<file path="config.mk">
export PLATFORM = sky130hd
export DESIGN_NAME = apb_master
export DESIGN_NICKNAME = d
export VERILOG_FILES = /design/src/rtl/apb_master.sv
export SDC_FILE = /design/constraint.sdc
export NUM_CORES = 1
export LEC_CHECK = 0
export BUFFER_PORTS_ARGS = -buffer_cell sky130_fd_sc_hd__buf_4
export CORE_MARGIN = 2
export CORE_UTILIZATION = 31
export CTS_BUF_LIST = sky130_fd_sc_hd__clkbuf_4
export CTS_CLUSTER_DIAMETER = 120
export DETAILED_ROUTE_END_ITERATION = 6
export HOLD_SLACK_MARGIN = 0.08
export PLACE_DENSITY_LB_ADDON = 0.3
export SLEW_MARGIN = 20
export SYNTH_ARGS = -nofsm -noshare
export SYNTH_HDL_FRONTEND = slang
export SYNTH_SLANG_ARGS = --single-unit
</file>
<file path="constraint.sdc">
create_clock -name PCLK -period 3.5 [get_ports PCLK]
set_input_delay 0.7 -clock PCLK [delete_from_list [all_inputs] [get_ports PCLK]]
set_output_delay 0.7 -clock PCLK [all_outputs]
set_load 0.05 [all_outputs]
</file>
<file path="src/rtl/apb_master.sv">
// Single-channel APB master: bridge requests become SETUP/ACCESS transfers to
// one of two slaves (address bit 8 picks the slave), with PREADY wait states.
module apb_master (
  input  logic       PCLK,
  input  logic       PRESETn,
  input  logic [8:0] apb_write_paddr,
  input  logic [8:0] apb_read_paddr,
  input  logic [7:0] apb_write_data,
  input  logic       READ_WRITE,
  input  logic       transfer,
  input  logic [7:0] PRDATA,
  input  logic       PREADY,
  output logic       PSEL1,
  output logic       PSEL2,
  output logic       PENABLE,
  output logic [8:0] PADDR,
  output logic       PWRITE,
  output logic [7:0] PWDATA,
  output logic [7:0] apb_read_data_out
);

  typedef enum logic [1:0] {
    ST_IDLE   = 2'd0,
    ST_SETUP  = 2'd1,
    ST_ACCESS = 2'd2
  } state_t;

  state_t     r_state;
  logic [8:0] w_next_addr;
  logic       w_done;
  logic       w_start;

  assign w_next_addr = READ_WRITE ? apb_read_paddr : apb_write_paddr;
  assign w_done      = (r_state == ST_ACCESS) && PREADY;
  // A new transfer is launched from IDLE or straight out of a completing ACCESS.
  assign w_start     = transfer && ((r_state == ST_IDLE) || w_done);

  // PRESETn is active-high despite its name.
  always_ff @(posedge PCLK or posedge PRESETn) begin
    if (PRESETn) begin
      r_state           <= ST_IDLE;
      PSEL1             <= 1'b0;
      PSEL2             <= 1'b0;
      PENABLE           <= 1'b0;
      PADDR             <= '0;
      PWRITE            <= 1'b0;
      PWDATA            <= '0;
      apb_read_data_out <= '0;
    end else begin
      // Read capture uses the in-flight direction, before any reload below.
      if (w_done && !PWRITE) begin
        apb_read_data_out <= PRDATA;
      end

      if (w_start) begin
        r_state <= ST_SETUP;
        PADDR   <= w_next_addr;
        PWRITE  <= ~READ_WRITE;
        PWDATA  <= READ_WRITE ? '0 : apb_write_data;
        PSEL1   <= ~w_next_addr[8];
        PSEL2   <= w_next_addr[8];
        PENABLE <= 1'b0;
      end else begin
        case (r_state)
          ST_IDLE: begin
            PSEL1   <= 1'b0;
            PSEL2   <= 1'b0;
            PENABLE <= 1'b0;
          end
          ST_SETUP: begin
            r_state <= ST_ACCESS;
            PENABLE <= 1'b1;
          end
          ST_ACCESS: begin
            if (PREADY) begin
              r_state <= ST_IDLE;
              PSEL1   <= 1'b0;
              PSEL2   <= 1'b0;
              PENABLE <= 1'b0;
            end
          end
          default: begin
            r_state <= ST_IDLE;
            PSEL1   <= 1'b0;
            PSEL2   <= 1'b0;
            PENABLE <= 1'b0;
          end
        endcase
      end
    end
  end

endmodule

</file>
==> results by group, run 1 <==
Finish
  • Synth-to-Final Area Change: 44.92%
  • Final nets: around 200
  • Antenna cells: 0
  • Final core occ: 0.4755
  • Layout cells sized above 1: 0.6770

Pwr
  • Cell Int Power: between 800 and 900 uW
  • Fraction of power consumed by sequential logic: 0.356
  • PwrDens: 786.5 nW/um^2
  • Clock power share: 0.127
  • Gate power share: 0.517
  • Peak VDD IR: around 510 uV
  • Sw Ratio: 0.4536
  • Tot Pwr: approximately 1500 uW
  • Static Leak: between 0.0009 and 0.001 uW
  • Sw power: approximately 690 uW

Clock tree
  • Setup Fix Bufs, Post-CTS: 0
  • Post-CTS sizing: 0
  • Clk_lat worst skew: approximately 320 ps
  • Num CTS Buffers: 5
  • Clk slew on worst S/H paths: roughly 90 ps
  • # clock sinks: 31
  • Hold-fix buffers at CTS: 0
  • Clock tree buffer depth: 2
  • CTS Root Cell: clkbuf_4
  • CTS tree: done
  • # H-tree levels: 2

Logic synthesis
  • Seq/Total Area, Yosys: 0.5827
  • Post-synth EDFFs: 0
  • Synthesized flop and latch total: 31
  • Avg Inst Size Synth: between 10 and 15 um^2
  • Synth area leader: dfrtp_1
  • Ys flop type: dfrtp_1
  • Synth top cells by count: mux2_2 (33), dfrtp_1 (31), nor2b_1 (8)
  • Synth warnings: 0
  • Post-synthesis cell area: approximately 1300 um^2
  • Cell variety after synth: 12
  • Count leader, synth: mux2_2
  • Mapped Cells: 90
  • Post-synth top area share: 0.5827
  • Ranking of synthesized cells by area: dfrtp_1 (58%), mux2_2 (28%), nor2b_1 (3.8%)
  • Mapped Nets: about 130
  • Synth async-reset ratio: 1.000

Floorplanning
  • Die X: ~70 um
  • Std-Cell Rows: 23
  • IO Pins: 68
  • Die height: roughly 70 um
  • Core area: between 4000 and 5000 um^2
  • Initial Util: 0.3281
  • Die area: between 4000 and 5000 um^2

STA
  • Setup Viol. Count Final: 0
  • Slew Viols, Final: 0
  • RSZ-0062 raised after global routing: no
  • Slew HR: 0.4194
  • Worst-Margin Slew: a little under 900 ps
  • Fin crit share: 0.5353
  • Fmax: roughly 0.53 GHz
  • Setup TNS: 0 ps
  • Hold_ws: around 460 ps
  • Final Critical Period: about 1900 ps
  • Clock Skew: roughly 8.4 ps
  • PnR worst setup slack: between 1500 and 2000 ps
  • Final Hold Fails: 0

GRT
  • Number of global-route vias before repair: 1,001
  • GR Util All Layers: 0.1186
  • Initial antenna violation count: 0
  • Largest net degree at the start of global routing: 32
  • Grt total ovfl: 0
  • First-pass GRT wire length: 4.554 mm

Min path
  • HP Class: in2async

Status
  • Status: finished, final reports clean

Route
  • Vias/cell: 4.469
  • WL per Instance: 12.89 um
  • Pre-Repair DR Iteration Count: 2
  • DRT antenna net count: 0
  • Iter 0 DRT Violations: 14
  • Routed via count: ~940
  • DRC violation count after routing: 0
  • DRT Wirelength: roughly 2.7 mm

Run
  • Maxcap violations: 0

Worst setup path
  • Crit path kind: in2reg
  • CP max FO: 21
  • Startpoint types: input port
  • R2R cell count: 2
  • FF-to-FF Start: r_state[0]
  • RR Endpoint: PWDATA[0]
  • Worst R2R Setup Slack: 1680 ps
  • CP required: between 3000 and 4000 ps
  • Arrival time worst endpoint: roughly 2100 ps
  • CP endpoint kind: flip-flop

Placed design
  • IO Port Bufs: 67
  • Place WS: about 1200 ps
  • Final GP Congestion: approximately 0.75
  • DPL Wire Length: slightly above 2 mm
[cell families (layout without fill, tap and decap cells)]
family          Yosys count  after routing  synth area share
mux                      36             36            0.3017
compound gates            3              3           0.01974
simple gates             12             12           0.06955
buf+inv                   8             79           0.02631
flops                    31             31            0.5827
[worst max-delay path by stage]
stage	start	to	slack [ps]	cells past startpoint
after floorplan	READ_WRITE	PADDR[8]	1760	5
after global placement	PREADY	PADDR[2]	1310	4
after detailed placement	PREADY	PADDR[0]	1240	4
after CTS	PREADY	PADDR[8]	1600	4
after global routing	PREADY	PADDR[7]	1560	4
final	PREADY	PWDATA[0]	1630	4
[sequential cells by signal, indices dropped and copies added (netlist names)]
| register | count |
|---|---|
| r_state | 2 |
| PWRITE | 1 |
| apb_read_data_out | 8 |
| PSEL2 | 1 |
| PADDR | 9 |
| PSEL1 | 1 |
| PENABLE | 1 |
| PWDATA | 8 |
[critical path, stage by stage]
cell	delay, ps
buf_4	90
nand2b_1	130
and3b_1	750
mux2_2	420
[cells in the final DEF, fill, tap and decap left out, drive strengths merged]
master  instances
a22o            3
and3b           1
buf            67
clkbuf          6
clkinv          2
dfrtp          31
inv             4
mux2           33
mux2i           3
nand2b          1
nor2            1
nor2b           8
nor4b           1
[power by group through the flow]
stage               sequential (uW)  clock [uW]  combinational, uW
floorplan                       932           0                156
global placement                544           0                783
detailed placement              548           0                795
CTS                             544         207                794
global route                    557         227                817
finish                          540         193                784
[layout make-up]
type                    instances  area, um^2
flip-flops and latches         31       775.7
clock buffers                   6       45.04
inverters                       4       15.01
multi-input cells              51       520.5
well taps                      50       62.56
fillers                       378        2128
repair buffers                 67       503.0
clock inverters                 2       7.507
[routing by layer]
layer | wire [um] | track usage
met1 | 1111 | 0.1414
met2 | 1236 | 0.1774
met4 | 30 | 0.03268
met5 | 0 | 0
met3 | 341 | 0.07558
[metrics by stage]
step | instance area (um^2) | instances
after CTS | 1929 | 211
final | 1929 | 211
after global placement | 1877 | 203
after global routing | 1929 | 211
after detailed placement | 1877 | 203
after floorplan | 1331 | 90
Note: power is estimated with default switching activity, not from simulation.
==> run 2: changes to the inputs <==
Clock period 3.5 ns to 1.6 ns, I/O delays scaled along.
==> run 2 against run 1 <==
  * Register-to-register slack got worse by 1500 ps
  * Combinational power increased by 120%
  * Largest cell class unchanged
  * First-iteration DRC count unchanged
  * Via count increased by 3.8%
  * Worst setup slack got worse by 1400 ps
  * Non-clock buffer count increased by 4
  * Clock skew increased by 6.3 ps
  * Final area increased by 2.6%
  * Power increased by 120%
  * Final cell count increased by 1.9%
  * Die area unchanged
==> results by group, run 2 (synthesized netlist as in run 1, its figures left out) <==
Worst setup path
  • CP endpoint kind: flip-flop
  • CP cell instances: inv_2 -> nor4b_4 -> buf_4 -> mux2_2
  • CP max FO: 8
  • Worst path max stage delay: around 400 ps
  • FF-to-FF Start: r_state[1]
  • WP buf/inv: 2
  • CP required: between 1500 and 2000 ps
  • Arrival time worst endpoint: about 1600 ps
  • Worst path depth: 4
  • Worst path top cell family by delay: flip-flops
  • R2R cell count: 4
  • Critical-path top delay cell: dfrtp_1
  • Crit path kind: reg2reg
  • RR Endpoint: apb_read_data_out[2]
  • Worst R2R Setup Slack: ~190 ps
  • Startpoint types: flip-flop

GRT
  • First-pass GRT wire length: roughly 4.8 mm
  • Initial antenna violation count: 0
  • Largest net degree at the start of global routing: 32
  • Number of global-route vias before repair: between 1,000 and 1,500
  • Grt total ovfl: 0
  • GR Util All Layers: 0.1220

STA
  • RSZ-0062 raised after global routing: no
  • Final Critical Period: 1410 ps
  • Worst-Margin Slew: 385.0 ps
  • Slew Viols, Final: 0
  • Fmax: slightly above 0.7 GHz
  • Setup TNS: 0 ps
  • Clock Skew: 14.78 ps
  • Final Hold Fails: 0
  • Slew HR: 0.7433
  • PnR worst setup slack: 189.7 ps
  • Setup Viol. Count Final: 0
  • Fin crit share: 0.8814

Finish
  • Layout cells sized above 1: 0.6848
  • Most flop-heavy register: PADDR
  • Top flop regs: PADDR (9), PWDATA (8), apb_read_data_out (8)
  • Number of flip-flops in the largest register: 9
  • Final nets: approximately 200
  • Commonest non-fill, non-tap cells in the layout: buf_4 (69), mux2_2 (33), dfrtp_1 (31)
  • Antenna cells: 0
  • Commonest non-fill, non-tap cell in the layout: buf_4
  • Multi-input gate area: around 520 um^2
  • Fill cells: roughly 370
  • Synth-to-Final Area Change: 48.68%
  • Reg area: just under 800 um^2
  • Final core occ: 0.4878

Placed design
  • DPL Wire Length: ~2.1 mm
  • Place WS: 184.8 ps
  • IO Port Bufs: 67
  • Final GP Congestion: around 0.76

Route
  • DRC violation count after routing: 0
  • Iter 0 DRT Violations: 14
  • Vias/cell: between 4 and 5
  • DRT Wirelength: 2.774 mm
  • Routed via count: just under 1,000
  • WL per Instance: about 13 um
  • Pre-Repair DR Iteration Count: 3
  • DRT antenna net count: 0

Clock tree
  • # H-tree levels: 2
  • Num CTS Buffers: 5
  • CTS Root Cell: clkbuf_4
  • CTS tree: done
  • Post-CTS sizing: 0
  • Clock tree buffer depth: 2
  • # clock sinks: 31
  • Clk slew on worst S/H paths: ~90 ps
  • Clk_lat worst skew: around 310 ps

Pwr
  • Tot Pwr: around 3400 uW
  • Gate power share: 0.516
  • Fraction of power consumed by sequential logic: 0.353
  • Static Leak: roughly 0.00098 uW
  • Sw power: approximately 1500 uW
  • Cell Int Power: ~1900 uW
  • PwrDens: 1705 nW/um^2
  • Sw Ratio: 0.4490
  • Clock power share: 0.132
  • Peak VDD IR: about 1200 uV

Floorplanning
  • IO Pins: 68
  • Die height: a little under 70 um
  • Core area: 4058 um^2
  • Die area: around 4800 um^2
  • Die X: a little under 70 um
  • Std-Cell Rows: 23
  • Initial Util: 0.3281

Min path
  • HP Class: in2reg
  • Min-Delay Endpoint: apb_read_data_out[4]
  • Hold Crit Depth: 2
  • Min-Delay Startpoint: PRDATA[4]

Status
  • Status: finished, final reports clean

Run
  • Maxcap violations: 0
-- run 2: cell type report --
type                       count  share of cell area
sequential                    31              0.3919
inverter                       4            0.007585
timing repair buffer          71              0.2769
multi-input combinational     51              0.2630
tap                           50             0.03161
clock buffer                   7             0.02655
clock inverter                 1            0.002528
-- run 2: timing repair --
action,4_1_cts,5_1_grt
buffers inserted,0,0
hold buffers,1,0
endpoints found under the hold margin,25,0
-- run 2: worst max path at each step --
stage | slack [ps] | startpoint | end
after CTS | 180 | r_state[0] | PADDR[8]
after global routing | 120 | r_state[1] | apb_read_data_out[2]
after floorplan | 7 | PWRITE | apb_read_data_out[0]
after detailed placement | 180 | PREADY | PADDR[2]
final | 190 | r_state[1] | apb_read_data_out[2]
after global placement | 230 | PREADY | PWDATA[6]
-- run 2: stage by stage --
stage,instances,cell area [um^2],hold slack (ps)
floorplan,90,1331,423.5
global placement,206,1912,421.9
detailed placement,206,1912,432.6
CTS,215,1979,217.0
global route,215,1979,211.9
finish,215,1979,233.6
-- run 2: power groups by stage --
| stage | clock network, uW | logic (uW) | registers [uW] |
|---|---|---|---|
| 2_1_floorplan | 0 | 342 | 2040 |
| 3_3_place_gp | 0 | 1740 | 1190 |
| 3_5_place_dp | 0 | 1760 | 1200 |
| 4_1_cts | 473 | 1760 | 1190 |
| 5_1_grt | 511 | 1820 | 1230 |
| 6_report | 444 | 1740 | 1190 |
-- run 2: layer usage --
metal,vias to the layer above,global-route usage,wire length (um)
met5,-,0,0
met4,0,0.03268,13
li1,464,-,-
met1,463,0.1545,1157
met3,2,0.06395,300
met2,50,0.1827,1302
==> run 3: changes to the inputs <==
Settings changed: ABC_CLOCK_PERIOD_IN_PS set to 1600, CORE_UTILIZATION 31 to 42, GPL_TIMING_DRIVEN set to 0.
==> run 3 against run 2 <==
  * Global-route usage grew 3.4 points
  * Die area fell by 25%
  * Routed wire length shrank 7.7%
  * Final cell count down 3.7%
  * Largest power group unchanged
==> results by group, run 3 (synthesized netlist as in run 1, its figures left out) <==
Status
  • Status: finished, final reports clean

Clock tree
  • Setup Fix Bufs, Post-CTS: 0
  • # clock sinks: 31
  • Num CTS Buffers: 5
  • Clock tree buffer depth: 2
  • Clk_lat worst skew: between 300 and 400 ps
  • Hold-fix buffers at CTS: 0
  • CTS Root Cell: clkbuf_4
  • Post-CTS sizing: 0
  • # H-tree levels: 2
  • CTS tree: done
  • Clk slew on worst S/H paths: ~90 ps

Finish
  • Antenna cells: 0
  • Multi-input gate area: around 520 um^2
  • Number of flip-flops in the largest register: 9
  • Reg area: 775.7 um^2
  • Layout cells sized above 1: 0.6871
  • Fill cells: around 260
  • Final nets: 202
  • Non-Filler Instances: 207
  • Synth-to-Final Area Change: 44.83%
  • Commonest non-fill, non-tap cells in the layout: buf_4 (66), mux2_2 (33), dfrtp_1 (31)
  • Top flop regs: PADDR (9), PWDATA (8), apb_read_data_out (8)
  • Commonest non-fill, non-tap cell in the layout: buf_4
  • Most flop-heavy register: PADDR

Worst setup path
  • Worst path top cell family by delay: simple AND/OR/NAND/NOR gates
  • Startpoint types: flip-flop
  • WP buf/inv: 1
  • CP cell instances: inv_2 -> nor4b_4 -> mux2_2
  • Worst path max stage delay: roughly 550 ps
  • CP endpoint kind: flip-flop
  • Crit path kind: reg2reg
  • Arrival time worst endpoint: roughly 1700 ps
  • CP required: 1800 ps
  • Critical-path top delay cell: nor4b_4
  • CP max FO: 8

STA
  • Hold_ws: 78.99 ps
  • Clock Skew: ~10 ps
  • Setup TNS: 0 ps
  • RSZ-0062 raised after global routing: no
  • Final Critical Period: between 1500 and 2000 ps
  • Slew HR: 0.5869
  • Fin crit share: 0.9551
  • Worst-Margin Slew: 618.7 ps
  • Slew Viols, Final: 0
  • Setup Viol. Count Final: 0
  • Fmax: 0.6544 GHz
  • Final Hold Fails: 0

Placed design
  • Final GP Congestion: about 0.65
  • Placed cell count: 200
  • IO Port Bufs: 66
  • DPL Wire Length: roughly 2.0 mm

Floorplanning
  • Std-Cell Rows: 20
  • Initial Util: 0.4397
  • IO Pins: 68
  • Die X: ~60 um
  • Core area: ~3000 um^2
  • Die area: around 3600 um^2
  • Die height: ~60 um

GRT
  • Largest net degree at the start of global routing: 32
  • First-pass GRT wire length: approximately 4.1 mm
  • Initial antenna violation count: 0
  • Number of global-route vias before repair: about 950
  • Grt total ovfl: 0
  • GR Util All Layers: 0.1556

Route
  • Vias/cell: 4.589
  • WL per Instance: between 10 and 15 um
  • Routed via count: 950
  • Iter 0 DRT Violations: 18
  • DRT Wirelength: between 2 and 3 mm
  • DRT antenna net count: 0
  • DRC violation count after routing: 0
  • Pre-Repair DR Iteration Count: 2

Min path
  • HP Class: in2async

Pwr
  • Peak VDD IR: 1321 uV
  • Static Leak: about 0.00096 uW
  • PwrDens: approximately 1700 nW/um^2

Run
  • Maxcap violations: 0
==> run 3: cell types whose count changed in the layout (fill, tap and decap cells not counted) <==
cell           delta
dlygate4sd3_1     -1
inv_1             -1
buf_2             +4
clkinv_1          +1
inv_2             +1
buf_12            -1
buf_4             -3
clkbuf_4          -2
==> run 3: worst paths after layout <==
kind                            start  cells after the start  slack (ps)              endpoint
setup / recovery           r_state[1]                      3          70  apb_read_data_out[4]
hold / removal                PRESETn                      2          80            r_state[1]
setup reg to reg           r_state[1]                      3          70  apb_read_data_out[4]
hold reg to reg             PWDATA[2]                      1         510             PWDATA[2]
max in group asynchronous     PRESETn                      2        1110              PADDR[4]
min in group PCLK           PRDATA[1]                      2         230  apb_read_data_out[1]
==> run 3: power breakdown <==
group	switching [uW]	leakage, uW	total (uW)	internal (uW)
Clock	240	0.0000285	395	155
Sequential	138	0.000380	1170	1030
Combinational	1120	0.000550	1730	605
Total	1500	0.000959	3290	1790
==> run 3: final cells by class <==
cell class / count / share of cell area
inverters: 4 / 0.007787
clock buffers: 5 / 0.01947
repair buffers: 66 / 0.2570
flip-flops and latches: 31 / 0.4023
clock inverters: 2 / 0.004543
multi-input cells: 51 / 0.2700
plain buffers: 4 / 0.01038
well taps: 44 / 0.02855
==> run 3: metrics by stage <==
step,util,cell area [um^2],worst slack [ps],total power (uW)
3_5_place_dp,0.6215,1882,50.82,2938
3_3_place_gp,0.6215,1882,115.3,2894
5_1_grt,0.6368,1928,5.154,3453
2_1_floorplan,-,1331,7.476,2381
6_report,0.6368,1928,71.81,3294
4_1_cts,0.6368,1928,57.79,3334
==> run 3: routing by layer <==
metal	part of all wire	vias up	GRT usage	wire, um
li1	-	461	-	-
met1	0.39	445	0.1847	992
met2	0.52	40	0.2578	1336
met3	0.079	4	0.05195	203
met4	0.011	0	0.06667	27
met5	0	-	0	0
